==> src/rtl/multfrac_mac_pkg.sv <==
// Shared constants and types for the fractional multiplier / MAC block.
// The defaults give a 24-bit Q1.23 datapath with four multiplexed channels.
package multfrac_mac_pkg;
   localparam int DEF_W     = 24;
   localparam int DEF_NCH   = 4;
   localparam int DEF_PIPE  = 3;
   localparam int DEF_GUARD = 4;

   typedef enum logic {
      MODE_MUL = 1'b0,
      MODE_MAC = 1'b1
   } mode_e;

   // The sideband tag carried beside the multiplier is {ch, mode, acc_clr}.
   function automatic int tag_width(input int nch);
      return $clog2(nch) + 2;
   endfunction
endpackage

==> src/rtl/multfrac_mac_if.sv <==
// Sample/result bus of multfrac_mac.
// The master drives operands and tags; the slave returns results.
interface multfrac_mac_if
   import multfrac_mac_pkg::*;
#(
   parameter int W   = DEF_W,
   parameter int NCH = DEF_NCH
);
   localparam int CW = $clog2(NCH);

   logic                 en;
   logic                 in_valid;
   logic [CW-1:0]        in_ch;
   logic                 mode;
   logic                 acc_clr;
   logic signed [W-1:0]  a;
   logic signed [W-1:0]  b;
   logic                 out_valid;
   logic [CW-1:0]        out_ch;
   logic signed [W-1:0]  out;
   logic                 sat;

   modport master (
      output en, in_valid, in_ch, mode, acc_clr, a, b,
      input  out_valid, out_ch, out, sat
   );

   modport slave (
      input  en, in_valid, in_ch, mode, acc_clr, a, b,
      output out_valid, out_ch, out, sat
   );
endinterface

==> src/rtl/multfrac_mac_mult_pipe.sv <==
// Signed W x W -> 2W multiplier with PIPE registers and a clock enable.
// A valid bit and a sideband tag travel alongside at the same depth.
module multfrac_mac_mult_pipe
   import multfrac_mac_pkg::*;
#(
   parameter int W    = DEF_W,
   parameter int PIPE = DEF_PIPE,
   parameter int TW   = 4
) (
   input  logic                  clk,
   input  logic                  reset,
   input  logic                  i_ce,
   input  logic                  i_valid,
   input  logic [TW-1:0]         i_tag,
   input  logic signed [W-1:0]   i_a,
   input  logic signed [W-1:0]   i_b,
   output logic                  o_valid,
   output logic [TW-1:0]         o_tag,
   output logic signed [2*W-1:0] o_p
);
   logic signed [2*W-1:0] w_a_x;
   logic signed [2*W-1:0] w_b_x;
   logic signed [2*W-1:0] w_prod;
   logic signed [2*W-1:0] r_p   [PIPE];
   logic [TW-1:0]         r_tag [PIPE];
   logic [PIPE-1:0]       r_vld;

   // Full-width operands make the truncated product exact for any sign mix.
   assign w_a_x  = {{W{i_a[W-1]}}, i_a};
   assign w_b_x  = {{W{i_b[W-1]}}, i_b};
   assign w_prod = w_a_x * w_b_x;

   always_ff @(posedge clk) begin
      if (!reset) begin
         r_vld <= '0;
      end else if (i_ce) begin
         r_vld[0] <= i_valid;
         for (int i = 1; i < PIPE; i++) begin
            r_vld[i] <= r_vld[i-1];
         end
      end
   end

   always_ff @(posedge clk) begin
      if (i_ce) begin
         r_p[0]   <= w_prod;
         r_tag[0] <= i_tag;
         for (int i = 1; i < PIPE; i++) begin
            r_p[i]   <= r_p[i-1];
            r_tag[i] <= r_tag[i-1];
         end
      end
   end

   assign o_valid = r_vld[PIPE-1];
   assign o_tag   = r_tag[PIPE-1];
   assign o_p     = r_p[PIPE-1];
endmodule

==> src/rtl/multfrac_mac.sv <==
// Time-multiplexed Q1.(W-1) multiplier with round-to-nearest, saturation and
// per-channel multiply-accumulate performed in the final pipeline stage.
module multfrac_mac
   import multfrac_mac_pkg::*;
#(
   parameter int W     = DEF_W,
   parameter int NCH   = DEF_NCH,
   parameter int PIPE  = DEF_PIPE,
   parameter int GUARD = DEF_GUARD
) (
   input logic           clk,
   input logic           reset,
   multfrac_mac_if.slave bus
);
   localparam int CW = $clog2(NCH);
   localparam int TW = tag_width(NCH);
   localparam int AW = W + GUARD;

   localparam logic signed [2*W-1:0] RND  = {{(W+1){1'b0}}, 1'b1, {(W-2){1'b0}}};
   localparam logic signed [W-1:0]   MAXW = {1'b0, {(W-1){1'b1}}};
   localparam logic signed [W-1:0]   MINW = {1'b1, {(W-1){1'b0}}};
   localparam logic signed [AW-1:0]  AMAX = {1'b0, {(AW-1){1'b1}}};
   localparam logic signed [AW-1:0]  AMIN = {1'b1, {(AW-1){1'b0}}};

   logic                  w_valid;
   logic [TW-1:0]         w_tag;
   logic signed [2*W-1:0] w_p;
   logic [CW-1:0]         w_ch;
   mode_e                 w_mode;
   logic                  w_clr;

   logic signed [2*W-1:0] w_psum;
   logic signed [W:0]     w_r;
   logic                  w_r_ovf;
   logic signed [W-1:0]   w_r_sat;
   logic signed [AW-1:0]  w_acc_base;
   logic signed [AW:0]    w_acc_sum;
   logic                  w_acc_ovf;
   logic signed [AW-1:0]  w_acc_next;
   logic [GUARD:0]        w_hi;
   logic                  w_out_ovf;
   logic signed [W-1:0]   w_acc_out;

   logic                  r_out_valid;
   logic [CW-1:0]         r_out_ch;
   logic signed [W-1:0]   r_out;
   logic                  r_sat;
   logic signed [AW-1:0]  r_acc [NCH];

   multfrac_mac_mult_pipe #(
      .W    (W),
      .PIPE (PIPE),
      .TW   (TW)
   ) u_mult (
      .clk     (clk),
      .reset   (reset),
      .i_ce    (bus.en),
      .i_valid (bus.in_valid),
      .i_tag   ({bus.in_ch, bus.mode, bus.acc_clr}),
      .i_a     (bus.a),
      .i_b     (bus.b),
      .o_valid (w_valid),
      .o_tag   (w_tag),
      .o_p     (w_p)
   );

   assign w_ch   = w_tag[TW-1:2];
   assign w_mode = mode_e'(w_tag[1]);
   assign w_clr  = w_tag[0];

   always_comb begin
      w_psum  = w_p + RND;
      w_r     = (W+1)'(w_psum >>> (W-1));
      w_r_ovf = w_r[W] ^ w_r[W-1];
      w_r_sat = w_r[W-1:0];
      if (w_r_ovf) begin
         w_r_sat = w_r[W] ? MINW : MAXW;
      end

      // Read-modify-write of the channel accumulator happens entirely here,
      // so back-to-back samples of one channel see the freshly written value.
      w_acc_base = w_clr ? '0 : r_acc[w_ch];
      w_acc_sum  = {w_acc_base[AW-1], w_acc_base} + {{(AW-W){w_r[W]}}, w_r};
      w_acc_ovf  = w_acc_sum[AW] ^ w_acc_sum[AW-1];
      w_acc_next = w_acc_sum[AW-1:0];
      if (w_acc_ovf) begin
         w_acc_next = w_acc_sum[AW] ? AMIN : AMAX;
      end

      w_hi      = w_acc_next[AW-1:W-1];
      w_out_ovf = !((&w_hi) || (~|w_hi));
      w_acc_out = w_acc_next[W-1:0];
      if (w_out_ovf) begin
         w_acc_out = w_acc_next[AW-1] ? MINW : MAXW;
      end
   end

   always_ff @(posedge clk) begin
      if (!reset) begin
         r_out_valid <= 1'b0;
         r_out_ch    <= '0;
         r_out       <= '0;
         r_sat       <= 1'b0;
         for (int i = 0; i < NCH; i++) begin
            r_acc[i] <= '0;
         end
      end else if (bus.en) begin
         r_out_valid <= w_valid;
         if (w_valid) begin
            r_out_ch <= w_ch;
            if (w_mode == MODE_MAC) begin
               r_acc[w_ch] <= w_acc_next;
               r_out       <= w_acc_out;
               r_sat       <= w_acc_ovf | w_out_ovf;
            end else begin
               r_out <= w_r_sat;
               r_sat <= w_r_ovf;
            end
         end
      end
   end

   assign bus.out_valid = r_out_valid;
   assign bus.out_ch    = r_out_ch;
   assign bus.out       = r_out;
   assign bus.sat       = r_sat;
endmodule

==> src/flat_wrapper.sv <==
// flat-port wrapper written by rule: the top's interface ports become plain ports
module multfrac_mac_flat import multfrac_mac_pkg::*;
#(
   parameter int W     = DEF_W,
   parameter int NCH   = DEF_NCH,
   parameter int PIPE  = DEF_PIPE,
   parameter int GUARD = DEF_GUARD
)
  (clk, reset, bus_en, bus_in_valid, bus_in_ch, bus_mode, bus_acc_clr, bus_a, bus_b, bus_out_valid, bus_out_ch, bus_out, bus_sat);
  multfrac_mac_if #(.W(W), .NCH(NCH)) bus_i ();
  input logic clk;
  input logic reset;
  input wire logic [$bits(bus_i.en)-1:0] bus_en;
  input wire logic [$bits(bus_i.in_valid)-1:0] bus_in_valid;
  input wire logic [$bits(bus_i.in_ch)-1:0] bus_in_ch;
  input wire logic [$bits(bus_i.mode)-1:0] bus_mode;
  input wire logic [$bits(bus_i.acc_clr)-1:0] bus_acc_clr;
  input wire logic [$bits(bus_i.a)-1:0] bus_a;
  input wire logic [$bits(bus_i.b)-1:0] bus_b;
  output wire logic [$bits(bus_i.out_valid)-1:0] bus_out_valid;
  output wire logic [$bits(bus_i.out_ch)-1:0] bus_out_ch;
  output wire logic [$bits(bus_i.out)-1:0] bus_out;
  output wire logic [$bits(bus_i.sat)-1:0] bus_sat;
  assign bus_i.en = bus_en;
  assign bus_i.in_valid = bus_in_valid;
  assign bus_i.in_ch = bus_in_ch;
  assign bus_i.mode = bus_mode;
  assign bus_i.acc_clr = bus_acc_clr;
  assign bus_i.a = bus_a;
  assign bus_i.b = bus_b;
  assign bus_out_valid = bus_i.out_valid;
  assign bus_out_ch = bus_i.out_ch;
  assign bus_out = bus_i.out;
  assign bus_sat = bus_i.sat;
  multfrac_mac #(.W(W), .NCH(NCH), .PIPE(PIPE), .GUARD(GUARD)) u_core (.clk(clk), .reset(reset), .bus(bus_i));
endmodule
==> config.mk <==
export PLATFORM = sky130hd
export DESIGN_NAME = multfrac_mac_flat
export DESIGN_NICKNAME = d
export VERILOG_FILES = /design/src/rtl/multfrac_mac_pkg.sv /design/src/rtl/multfrac_mac_if.sv /design/src/rtl/multfrac_mac_mult_pipe.sv /design/src/rtl/multfrac_mac.sv /design/src/flat_wrapper.sv
export SDC_FILE = /design/constraint.sdc
export NUM_CORES = 2
export LEC_CHECK = 0
export CELL_PAD_IN_SITES_DETAIL_PLACEMENT = 1
export CELL_PAD_IN_SITES_GLOBAL_PLACEMENT = 1
export CORE_UTILIZATION = 56
export DETAILED_ROUTE_END_ITERATION = 8
export GPL_ROUTABILITY_DRIVEN = 0
export PLACE_DENSITY_LB_ADDON = 0.1
export SYNTH_ARGS = -nofsm -noshare
export SYNTH_HDL_FRONTEND = slang
export SYNTH_HIERARCHICAL = 1
export SYNTH_SLANG_ARGS = --single-unit
==> constraint.sdc <==
create_clock -name clk -period 15.6 [get_ports clk]
set_input_delay 1.56 -clock clk [delete_from_list [all_inputs] [get_ports clk]]
set_output_delay 1.56 -clock clk [all_outputs]
set_load 0.02 [all_outputs]
==> reports/qor.txt <==
Crit end category - flop
Syn_area_per_cell - 10.1 um2
First-pass DRT Iterations - 5
Post-CTS setup repair buffer count - 0
H-tree depth - 1
Status - finished clean
Post-DRT Antenna Nets - 0
Clock root buffer - clkbuf_16
Wire per inst - 24.1 um
Setup CP Type - input pin to flop
Commonest non-fill, non-tap cell in the layout - fa_1
Setup Skew - 14.7 ps
Clk_lat worst skew - 520 ps
Rel. slew slack - 11.3%
Multi-input combinational cell area - 22600 um2
Final TNS setup - 0 ps
R2R setup slack - 8430 ps
Slowest-stage cell, CP - clkdlybuf4s50_1
Detailed Route WL - 94800 um
Reg2reg start - u_core/u_mult/r_p[0][118]
Placed cell areas - 33600 um2
Min Hold Slack - 416 ps
DIE WIDTH - 243 um
Post-CTS sizing - 0
CTS max path bufs - 3
Setup Slack @ Placement - 5800 ps
Area Growth Syn to Fin - 5.71%
Final Cell Area - 34300 um2
Reg2reg path depth - 25
DP HPWL - 74900 um
DRC violations left - 0
Die Y - 243 um
CTS buffer count - 20
Hold Violations, Final - 0
Share of cells above drive strength 1 - 4.23%
TritonCTS clock tree - yes
Fmax - 108 MHz
Least-Margin Pin Slew - 1330 ps
Crit path time final - 9300 ps
Most common cell on crit path - fa_1
Initial core utilization - 57.1%
Global-route wire length before repair - 149000 um
Max-slew violation count - 0
Core Rows - 87
Setup WS post-layout - 6300 ps
Worst Hold Class - flop to flop
Critical-path maximum fanout - 24
I/O Buffers - 83
# setup viols final - 0
Vias in the first global route - 26.5k
Clock input transition at the sequential cells of the worst setup and hold paths - 70 ps
Largest net degree at the start of global routing - 67
Commonest non-fill, non-tap cells in the layout - 608 x fa_1, 594 x inv_1, 367 x nand2_1, 279 x and2_1, 202 x edfxtp_1
Worst r2r dst - u_core/bus.out[16]
Via count - 22.9k
Fin crit share - 59.6%
Via density per instance - 5.82
Core box area - 56800 um2
Min-delay src - u_core/u_mult/r_p[0][93]
Filler Cell Count - 6187
Crit-path cells - clkdlybuf4s50_1, nand2_1, inv_1, fa_1, fa_1, inv_1, fa_1, inv_1, fa_1, fa_1, fa_1, fa_1, ha_1, nand4_1, or4_1, o211ai_1, nand2_1, o311ai_0
CP startpoint kind - input pin
Die Area - 58900 um2
Initial antenna violation count - 2
Nets@finish - 3984
FF+latch area - 6690 um2
Synth warn - 6
Post-Synthesis Net Count - 4025
Synth Instances - 3196
Worst Hold Path EP - u_core/u_mult/r_p[0][141]
Crit-path max cell delay - 1200 ps
Hold Crit Depth - 0
DRT iter0 DRCs - 1329
Crit path DAT - 9600 ps
Top Ports - 84
# Max-Cap Violations - 0
All-Layer GR Usage - 32.9%
Post-Syn Area - 32400 um2
Critical Path RT - 15910 ps
Unrepaired setup endpoints after global routing - false
GR Overflow Total - 0
Sink Count - 233
CTS Hold Bufs - 0
[worst max-delay path: cells and delay by family]
kind	cells	cell delay, ps
compound gates	2	630
fa+ha+maj	8	4200
buf+inv	4	2060
simple gates	4	1150
[metal layers]
layer  global-route usage (%)  part of all wire (%)
met1                     41.7                    40
met2                     58.4                    50
met3                     4.42                   6.4
met4                     10.2                   3.1
met5                        0                     0
[final cells by class]
class / instances / share of cell area, %
clock inverters: 9 / 0.376
multi-input cells: 2188 / 66.0
repair buffers: 115 / 3.12
well taps: 756 / 2.76
inverters: 597 / 6.55
diodes: 1 / 0.00730
clock buffers: 27 / 1.66
flip-flops and latches: 233 / 19.5
[worst max path at each step]
stage | start | endpoint | slack (ps) | cells after the start
global route | bus_b[3] | u_core/u_mult/r_p[0][45] | 5800 | 22
detailed placement | bus_b[1] | u_core/u_mult/r_p[0][45] | 5800 | 17
finish | bus_b[3] | u_core/u_mult/r_p[0][45] | 6300 | 18
global placement | bus_b[1] | u_core/u_mult/r_p[0][45] | 5960 | 17
CTS | bus_b[1] | u_core/u_mult/r_p[0][45] | 6350 | 18
floorplan | bus_a[23] | u_core/u_mult/r_p[0][45] | 7540 | 19
[state kept, by name, summed over array words and instances, names as in the netlist]
signal	flops
u_core/r_acc	112
u_core/u_mult/r_p	78
u_core/bus.out	24
u_core/u_mult/r_tag	12
u_core/u_mult/r_vld	3
u_core/bus.out_ch	2
u_core/bus.out_valid	1
u_core/bus.sat	1
[stage by stage]
step	instances	utilization, %
after floorplan	3196	-
after global placement	3889	59.1
after detailed placement	3889	59.1
after CTS	3925	60.3
after global routing	3925	60.3
final	3926	60.3
Power is not shown: default switching activity piles up to over one toggle a cycle in this logic, so the estimate is an artifact.
